--- src/rtl/mux_pipeline_pkg.sv ---
// Shared constants and elaboration-time helpers for the pipelined mux scheduler.
package mux_pipeline_pkg;

  localparam int MAX_INPUT_COUNT = 64;
  localparam int MAX_SEL_W       = 6;

  // Width of a requester index / full mux select.
  function automatic int f_SelW(input int count);
    return (count > 1) ? $clog2(count) : 1;
  endfunction

  // Select bits consumed by one mux level (1 for radix 2, 2 for radix 4).
  function automatic int f_GrpW(input int radix);
    return radix / 2;
  endfunction

  // Number of words alive after `level` mux levels (level 0 = raw inputs).
  function automatic int f_LevelCount(input int count, input int radix, input int level);
    int n;
    n = count;
    for (int l = 0; l < level; l++) n = (n + radix - 1) / radix;
    return n;
  endfunction

  // Levels needed to reduce `count` words to one; each level divides by radix, rounding up.
  function automatic int f_MuxLatency(input int count, input int radix);
    int n;
    int lat;
    n   = count;
    lat = 0;
    for (int l = 0; l < MAX_INPUT_COUNT; l++) begin
      if (n > 1 && radix > 1) begin
        n   = (n + radix - 1) / radix;
        lat = lat + 1;
      end
    end
    return lat;
  endfunction

  // Word offset of a level inside the flat register bus that holds levels 1..LATENCY.
  function automatic int f_LevelOffset(input int count, input int radix, input int level);
    int off;
    off = 0;
    for (int l = 1; l < level; l++) off = off + f_LevelCount(count, radix, l);
    return off;
  endfunction

  // Binary index of a one-hot (or zero) vector.
  function automatic logic [MAX_SEL_W-1:0] f_Onehot2Bin(input logic [MAX_INPUT_COUNT-1:0] onehot);
    logic [MAX_SEL_W-1:0] bin;
    bin = '0;
    for (int i = 0; i < MAX_INPUT_COUNT; i++) begin
      if (onehot[i]) bin = bin | MAX_SEL_W'(i);
    end
    return bin;
  endfunction

endpackage

--- src/rtl/mux_fixed_pipeline.sv ---
// Tree of registered MUX_SIZE:1 muxes; level d steers with sel[d*GRP_W +: GRP_W].
module mux_fixed_pipeline
  import mux_pipeline_pkg::*;
#(
  parameter int WIDTH       = 4,
  parameter int INPUT_COUNT = 10,
  parameter int MUX_SIZE    = 2,
  parameter int PRIORITY    = 0,
  parameter int GRP_W       = f_GrpW(MUX_SIZE),
  parameter int LATENCY     = f_MuxLatency(INPUT_COUNT, MUX_SIZE)
) (
  input  logic                         clk,
  input  logic [INPUT_COUNT*WIDTH-1:0] in,
  input  logic [LATENCY*GRP_W-1:0]     sel,
  output logic [WIDTH-1:0]             out
);

  localparam int RADIX      = 1 << GRP_W;
  localparam int STAGE_COLS = f_LevelOffset(INPUT_COUNT, MUX_SIZE, LATENCY + 1);
  localparam int LAST_OFF   = f_LevelOffset(INPUT_COUNT, MUX_SIZE, LATENCY);

  if (MUX_SIZE != 2 && MUX_SIZE != 4) begin : g_bad_radix
    $error("mux_fixed_pipeline: MUX_SIZE must be 2 or 4");
  end
  if (PRIORITY != 0) begin : g_bad_priority
    $error("mux_fixed_pipeline: only the index-select variant is implemented");
  end

  // Levels 1..LATENCY packed back to back; level 0 is the input bus itself.
  logic [STAGE_COLS*WIDTH-1:0] stage;

  for (genvar d = 0; d < LATENCY; d++) begin : g_lvl
    localparam int N_IN    = f_LevelCount(INPUT_COUNT, MUX_SIZE, d);
    localparam int N_OUT   = f_LevelCount(INPUT_COUNT, MUX_SIZE, d + 1);
    localparam int OFF_IN  = f_LevelOffset(INPUT_COUNT, MUX_SIZE, d);
    localparam int OFF_OUT = f_LevelOffset(INPUT_COUNT, MUX_SIZE, d + 1);

    for (genvar j = 0; j < N_OUT; j++) begin : g_col
      logic [WIDTH-1:0] cand [RADIX];

      for (genvar k = 0; k < RADIX; k++) begin : g_leg
        if (j * RADIX + k >= N_IN) begin : g_pad
          assign cand[k] = '0;
        end else if (d == 0) begin : g_from_in
          assign cand[k] = in[(j*RADIX + k)*WIDTH +: WIDTH];
        end else begin : g_from_stage
          assign cand[k] = stage[(OFF_IN + j*RADIX + k)*WIDTH +: WIDTH];
        end
      end

      // One mux leg per column, registered.
      always_ff @(posedge clk) begin
        // NOTE: datapath registers carry no reset; validity travels in the control pipe.
        stage[(OFF_OUT + j)*WIDTH +: WIDTH] <= cand[sel[d*GRP_W +: GRP_W]];
      end
    end
  end

  assign out = stage[LAST_OFF*WIDTH +: WIDTH];

endmodule

--- src/rtl/rr_arbiter.sv ---
// Round-robin arbiter: one grant per cycle, rotating priority pointer.
module rr_arbiter
  import mux_pipeline_pkg::*;
#(
  parameter int INPUT_COUNT = 10,
  parameter int SEL_W       = f_SelW(INPUT_COUNT)
) (
  input  logic                   clk,
  input  logic                   rst,
  input  logic [INPUT_COUNT-1:0] req,
  output logic [INPUT_COUNT-1:0] grant,
  output logic [SEL_W-1:0]       gidx,
  output logic                   gvld
);

  localparam int IDX_W = SEL_W + 1;

  logic [SEL_W-1:0] ptr;
  logic [IDX_W-1:0] idx;
  logic             found;

  // Scan from ptr upward with explicit wrap; first pending requester wins.
  always_comb begin
    // NOTE: every variable gets a default before any branch so no latch is inferred.
    grant = '0;
    found = 1'b0;
    idx   = '0;
    for (int k = 0; k < INPUT_COUNT; k++) begin
      idx = {1'b0, ptr} + IDX_W'(k);
      if (idx >= IDX_W'(INPUT_COUNT)) idx = idx - IDX_W'(INPUT_COUNT);
      if (!found && req[idx[SEL_W-1:0]]) begin
        grant[idx[SEL_W-1:0]] = 1'b1;
        found                 = 1'b1;
      end
    end
    if (rst) grant = '0;
  end

  assign gidx = SEL_W'(f_Onehot2Bin(MAX_INPUT_COUNT'(grant)));
  assign gvld = |grant;

  // Priority moves to the index just after the winner; holds when idle.
  always_ff @(posedge clk) begin
    // NOTE: sequential state uses non-blocking assignment so all flops update together.
    if (rst) begin
      ptr <= '0;
    end else if (gvld) begin
      ptr <= (gidx == SEL_W'(INPUT_COUNT - 1)) ? '0 : gidx + SEL_W'(1);
    end
  end

endmodule

--- src/rtl/mux_pipeline_scheduler.sv ---
// Round-robin scheduler feeding one shared pipelined mux with per-level skewed selects.
module mux_pipeline_scheduler
  import mux_pipeline_pkg::*;
#(
  parameter int WIDTH       = 4,
  parameter int INPUT_COUNT = 10,
  parameter int MUX_SIZE    = 2,
  parameter int SEL_W       = f_SelW(INPUT_COUNT),
  parameter int GRP_W       = f_GrpW(MUX_SIZE),
  parameter int LATENCY     = f_MuxLatency(INPUT_COUNT, MUX_SIZE)
) (
  input  logic                         clk,
  input  logic                         rst,
  input  logic [INPUT_COUNT-1:0]       req,
  input  logic [INPUT_COUNT*WIDTH-1:0] in,
  output logic [INPUT_COUNT-1:0]       grant,
  output logic [WIDTH-1:0]             out,
  output logic                         out_valid,
  output logic [SEL_W-1:0]             out_id
);

  localparam int SR_W = LATENCY * SEL_W;

  logic [SEL_W-1:0]         gidx;
  logic                     gvld;
  logic [SR_W-1:0]          gidx_sr;
  logic [LATENCY-1:0]       gvld_sr;
  logic [LATENCY*GRP_W-1:0] sel;

  rr_arbiter #(
    .INPUT_COUNT (INPUT_COUNT),
    .SEL_W       (SEL_W)
  ) u_arb (
    .clk   (clk),
    .rst   (rst),
    .req   (req),
    .grant (grant),
    .gidx  (gidx),
    .gvld  (gvld)
  );

  // Grant index/valid delay lines; slot k-1 holds the value from k cycles ago.
  always_ff @(posedge clk) begin
    if (rst) begin
      gidx_sr <= '0;
      gvld_sr <= '0;
    end else begin
      gidx_sr <= SR_W'({gidx_sr, gidx});
      gvld_sr <= LATENCY'({gvld_sr, gvld});
    end
  end

  // Level d steers with the select digit of the word it currently holds.
  for (genvar d = 0; d < LATENCY; d++) begin : g_sel
    localparam int LO   = d * GRP_W;
    localparam int TAKE = (SEL_W - LO < GRP_W) ? SEL_W - LO : GRP_W;

    if (LO >= SEL_W) begin : g_zero
      assign sel[LO +: GRP_W] = '0;
    end else if (d == 0) begin : g_now
      assign sel[LO +: GRP_W] = GRP_W'(gidx[LO +: TAKE]);
    end else begin : g_delayed
      assign sel[LO +: GRP_W] = GRP_W'(gidx_sr[(d-1)*SEL_W + LO +: TAKE]);
    end
  end

  mux_fixed_pipeline #(
    .WIDTH       (WIDTH),
    .INPUT_COUNT (INPUT_COUNT),
    .MUX_SIZE    (MUX_SIZE),
    .PRIORITY    (0),
    .GRP_W       (GRP_W),
    .LATENCY     (LATENCY)
  ) u_mux (
    .clk (clk),
    .in  (in),
    .sel (sel),
    .out (out)
  );

  assign out_valid = gvld_sr[LATENCY-1];
  assign out_id    = gidx_sr[(LATENCY-1)*SEL_W +: SEL_W];

endmodule

--- config.mk ---
export PLATFORM = sky130hd
export DESIGN_NAME = mux_pipeline_scheduler
export DESIGN_NICKNAME = d
export VERILOG_FILES = /design/src/rtl/mux_pipeline_pkg.sv /design/src/rtl/mux_fixed_pipeline.sv /design/src/rtl/rr_arbiter.sv /design/src/rtl/mux_pipeline_scheduler.sv
export SDC_FILE = /design/constraint.sdc
export NUM_CORES = 1
export LEC_CHECK = 0
export CAP_MARGIN = 20
export CORE_MARGIN = 2
export CORE_UTILIZATION = 55
export CTS_CLUSTER_SIZE = 12
export DETAILED_ROUTE_END_ITERATION = 7
export PLACE_DENSITY = 0.82
export SYNTH_ARGS = -nofsm -noshare
export SYNTH_HDL_FRONTEND = slang
export SYNTH_SLANG_ARGS = --single-unit
--- constraint.sdc ---
create_clock -name clk -period 7.7 [get_ports clk]
set_input_delay 0.77 -clock clk [delete_from_list [all_inputs] [get_ports clk]]
set_output_delay 0.77 -clock clk [all_outputs]
set_load 0.1 [all_outputs]
==> Implementation_results.wiki <==
{| class="wikitable"
! Metric !! Value
|-
| Status || complete, no violations
|-
| Type of element launching the critical path || register
|-
| Highest attainable clock frequency || 145 MHz
|-
| Data required time of the worst path || 6930 ps
|-
| Synthesized area per cell || 8.29 um2
|-
| Setup Total Neg Slack || 0 ps
|-
| Cell with the most instances after synthesis || sky130_fd_sc_hd__dfxtp_1
|-
| R2r endpoint || u_mux.g_lvl[1].g_col[0].cand[3]
|-
| Endpoint, Worst Hold || gidx_sr[11]
|-
| Half-perimeter wire length of the detailed placement result || 16600 um
|-
| Adder-cell area share of the yosys netlist || 4.72%
|-
| Hold Crit Depth || 1
|-
| Die Span Y || 111 um
|-
| First-pass GRT wire length || between 30000 and 40000 um
|-
| Cell family with most CP delay || simple AND/OR/NAND/NOR gates
|-
| # hold bufs at CTS || 0
|-
| Number of filler instances in the final layout || 895
|-
| Total die area || 12200 um2
|-
| Minimum setup slack among reg-to-reg paths || 1180 ps
|-
| DRC violations left || 0
|-
| Proportion of synthesized area in mux cells || between 10% and 20%
|-
| Number of cells produced by synthesis || between 700 and 800
|-
| Antenna cell count || 0
|-
| Hold wc startpoint || gidx_sr[7]
|-
| Cell type with the highest aggregate area in the netlist || sky130_fd_sc_hd__dfxtp_1
|-
| All-Layer GR Usage || 34.5%
|-
| Master cell of the clock root buffer || sky130_fd_sc_hd__clkbuf_16
|-
| Num rows || 38
|-
| Headroom to the max-slew limit || a little under 30%
|-
| Chip Width || 111 um
|-
| Endpoint kind of the worst setup timing path || output pin
|-
| H-Tree Level Count || 3
|-
| Layout net count || ~870
|-
| Net count after synthesis || 829
|-
| Cts bufs inserted || 9
|-
| Synth warn || 0
|-
| Clock latency of the later-clocked register in the worst-skew pair || 340 ps
|-
| Count of unique library cells instantiated by Yosys || 100
|-
| Final estimated routing congestion in global placement || 1.06
|-
| Clock Skew || 11.4 ps
|-
| Area fraction of the dominant cell type after synthesis || 21.8%
|-
| Detailed-route wire length per cell || 23.1 um
|-
| Max-slew violation total from the final report || 0
|-
| Path category of the worst min-delay check || reg -> reg
|-
| Number of search-and-repair iterations in the first detailed-routing pass || 6
|-
| Top post-synthesis cells by area || sky130_fd_sc_hd__dfxtp_1 22%, sky130_fd_sc_hd__mux2_2 4.9%, sky130_fd_sc_hd__mux2_4 4.6%
|-
| Initial antenna violation count || 1
|-
| ANT nets after route || 0
|-
| Register area share after synthesis || 21.8%
|-
| Slew at the pin closest to its max-slew limit || approximately 1100 ps
|-
| Post-CTS resize count || 0
|-
| Share of post-route cells with drive strength above 1 || 16.2%
|-
| Proportion of synthesized flip-flops having asynchronous set or reset || 0%
|-
| Post-synth design cell area || approximately 6200 um2
|-
| Clock tree from TritonCTS || yes
|-
| Type of the worst setup path || reg -> out
|-
| Clock slew seen by the registers of the worst setup and hold paths || ~70 ps
|-
| Initial cell density of the core || 56.9%
|-
| Total buffers and inverters traversed by the critical path || 4
|-
| Final setup viols || 0
|-
| Number of register bits inferred by synthesis || 68
|-
| Crit share post-route || between 80% and 90%
|-
| Area growth from synthesis to layout || 16.2%
|-
| Maximum capacitance violations || 0
|-
| Post-route core utilization || 66.1%
|-
| Largest net degree at the start of global routing || 66
|-
| Std-Cell Core Area || 11000 um2
|-
| Standard cell with the maximum stage delay on the critical path || sky130_fd_sc_hd__nor3_1
|-
| Iteration-0 DRC Markers || roughly 820
|-
| Post-synth EDFFs || 0
|-
| Minimum clock period after layout || around 6900 ps
|-
| RSZ-0062 raised after global routing || false
|-
| Launch instance of the worst register-to-register path || u_arb.ptr[1]
|-
| Critical-path maximum fanout || 20
|-
| Quantity of I/O buffers inserted on ports || 70
|-
| XOR/XNOR Fraction of Synth Area || 2.46%
|-
| Clock Sink Count || 68
|-
| Remaining Overflow, GRT || 0
|-
| Via count || 6509
|-
| Synth cell count leaders || 68 x sky130_fd_sc_hd__dfxtp_1, 50 x sky130_fd_sc_hd__nand2_1, 45 x sky130_fd_sc_hd__nor2_1, 36 x sky130_fd_sc_hd__a21oi_1
|-
| Ys flop type || sky130_fd_sc_hd__dfxtp_1
|-
| Data arrival, critical path || roughly 6100 ps
|-
| Drt via density || 6.91
|-
| Number of cells on the worst reg-to-reg path || 16
|-
| Largest family of logic cells by synthesized area || compound AO/OA/AOI/OAI gates
|-
| Share of the synthesized area in compound gates (AO/OA/AOI/OAI) || 27.5%
|-
| I/O pin cnt || between 70 and 80
|-
| CP max stage delay || 970 ps
|-
| List of cells traversed by the critical path || inv_1, ha_1, buf_4, inv_1, ha_1, o211ai_2, nand2_1, xnor2_1, mux2i_1, nand3_1, nor3_1, a2111oi_0, a211oi_1, buf_12
|-
| Longest Clk Path Bufs || 2
|-
| Detailed-route wire length || 21800 um
|-
| Final Hold Vio Count || 0
|-
| Vias in the first global route || 6085
|-
| Post-CTS setup buffer count || 0
|-
| Share of synthesized cell area in and, or, nand and nor gates || 25.0%
|}
## worst register-to-register path, delay by kind of cell, from the launching register on
family                   cells  cell delay (ps)
AND/OR/NAND/NOR              5             2240
AO/OA/AOI/OAI                3              970
adder cells (fa/ha/maj)      2              830
buffers and inverters        3              740
multiplexers                 2              690
flip-flops                   1              660
XOR/XNOR                     1              280
## sequential cells by signal (all words and copies together), names as in the netlist
signal and count:
u_mux.g_lvl.g_col.cand 40, gidx_sr 16, gvld_sr 4, u_arb.ptr 4
u_mux.out 4
## layout make-up
class / instances / area, um2 / area share [%]
multi-input cells: 616 / 4520 / 62.2
repair buffers: 79 / 813 / 11.2
clock inverters: 7 / 82.6 / 1.14
clock buffers: 9 / 225 / 3.10
flip-flops and latches: 68 / 1360 / 18.8
well taps: 140 / 175 / 2.41
inverters: 23 / 86.3 / 1.19
## cells in the final DEF (no fill, tap or decap), types with 6 or more instances in the layout
| cell type | instances |
|---|---|
| sky130_fd_sc_hd__nor2_1 | 45 |
| sky130_fd_sc_hd__o31ai_1 | 12 |
| sky130_fd_sc_hd__nand4_1 | 10 |
| sky130_fd_sc_hd__and3_1 | 7 |
| sky130_fd_sc_hd__clkdlybuf4s50_1 | 60 |
| sky130_fd_sc_hd__nor3_1 | 21 |
| sky130_fd_sc_hd__and2_1 | 9 |
| sky130_fd_sc_hd__buf_4 | 13 |
| sky130_fd_sc_hd__or3_1 | 7 |
| sky130_fd_sc_hd__ha_1 | 22 |
| sky130_fd_sc_hd__or2_2 | 8 |
| sky130_fd_sc_hd__nand3b_1 | 8 |
| sky130_fd_sc_hd__mux2_2 | 27 |
| sky130_fd_sc_hd__a211o_1 | 8 |
| sky130_fd_sc_hd__o21a_1 | 10 |
| sky130_fd_sc_hd__nor4_1 | 11 |
| sky130_fd_sc_hd__a21oi_1 | 36 |
| sky130_fd_sc_hd__a31oi_1 | 7 |
| sky130_fd_sc_hd__o311ai_0 | 6 |
| sky130_fd_sc_hd__inv_1 | 16 |
| sky130_fd_sc_hd__mux2_4 | 19 |
| sky130_fd_sc_hd__dfxtp_1 | 67 |
| sky130_fd_sc_hd__mux2i_1 | 19 |
| sky130_fd_sc_hd__o221ai_1 | 7 |
| sky130_fd_sc_hd__a22oi_1 | 10 |
| sky130_fd_sc_hd__nand2b_1 | 16 |
| sky130_fd_sc_hd__xnor2_1 | 11 |
| sky130_fd_sc_hd__o21ai_0 | 33 |
| sky130_fd_sc_hd__clkbuf_16 | 9 |
| sky130_fd_sc_hd__nand3_1 | 30 |
| sky130_fd_sc_hd__a211oi_1 | 9 |
| sky130_fd_sc_hd__nand2_1 | 50 |
| sky130_fd_sc_hd__nor2b_1 | 33 |
## per-layer routing
metal	track usage, %	routed length [um]	vias to the layer above
met5	0	13	-
met1	46.2	8890	3051
met2	55.2	9930	435
met3	6.53	2260	71
met4	13.1	695	2
li1	-	-	2950
## metrics by stage
stage	hold WS, ps	setup WS (ps)	cells	cell area [um2]
finish	443	799	942	7260
global placement	417	1550	925	6940
CTS	439	965	941	7250
detailed placement	425	1380	925	6940
floorplan	414	297	754	6250
global route	455	325	942	7260
## worst max-delay path by stage
| stage | depth (start not counted) | end | slack [ps] | start |
|---|---|---|---|---|
| after floorplan | 20 | grant[2] | 300 | u_arb.ptr[0] |
| after global placement | 15 | u_mux.g_lvl[1].g_col[0].cand[3] | 1550 | u_arb.ptr[1] |
| after detailed placement | 16 | u_mux.g_lvl[1].g_col[0].cand[3] | 1380 | u_arb.ptr[1] |
| after CTS | 14 | grant[2] | 960 | u_arb.ptr[1] |
| after global routing | 14 | grant[2] | 330 | u_arb.ptr[1] |
| final | 14 | grant[2] | 800 | u_arb.ptr[1] |
## logic make-up (layout without fill, tap and decap cells)
kind of cell,count (synthesis),count (layout)
AOI/OAI and AO/OA,227,227
xor gates and xnor gates,15,15
adders and majority gates,23,23
buffers and inverters,70,118
DFF,68,68
muxes,65,65
and+or+nand+nor,286,286
Power is left out: the tool's default activity adds up to more than one toggle a clock period on the data nets, which glitch-free logic cannot reach.
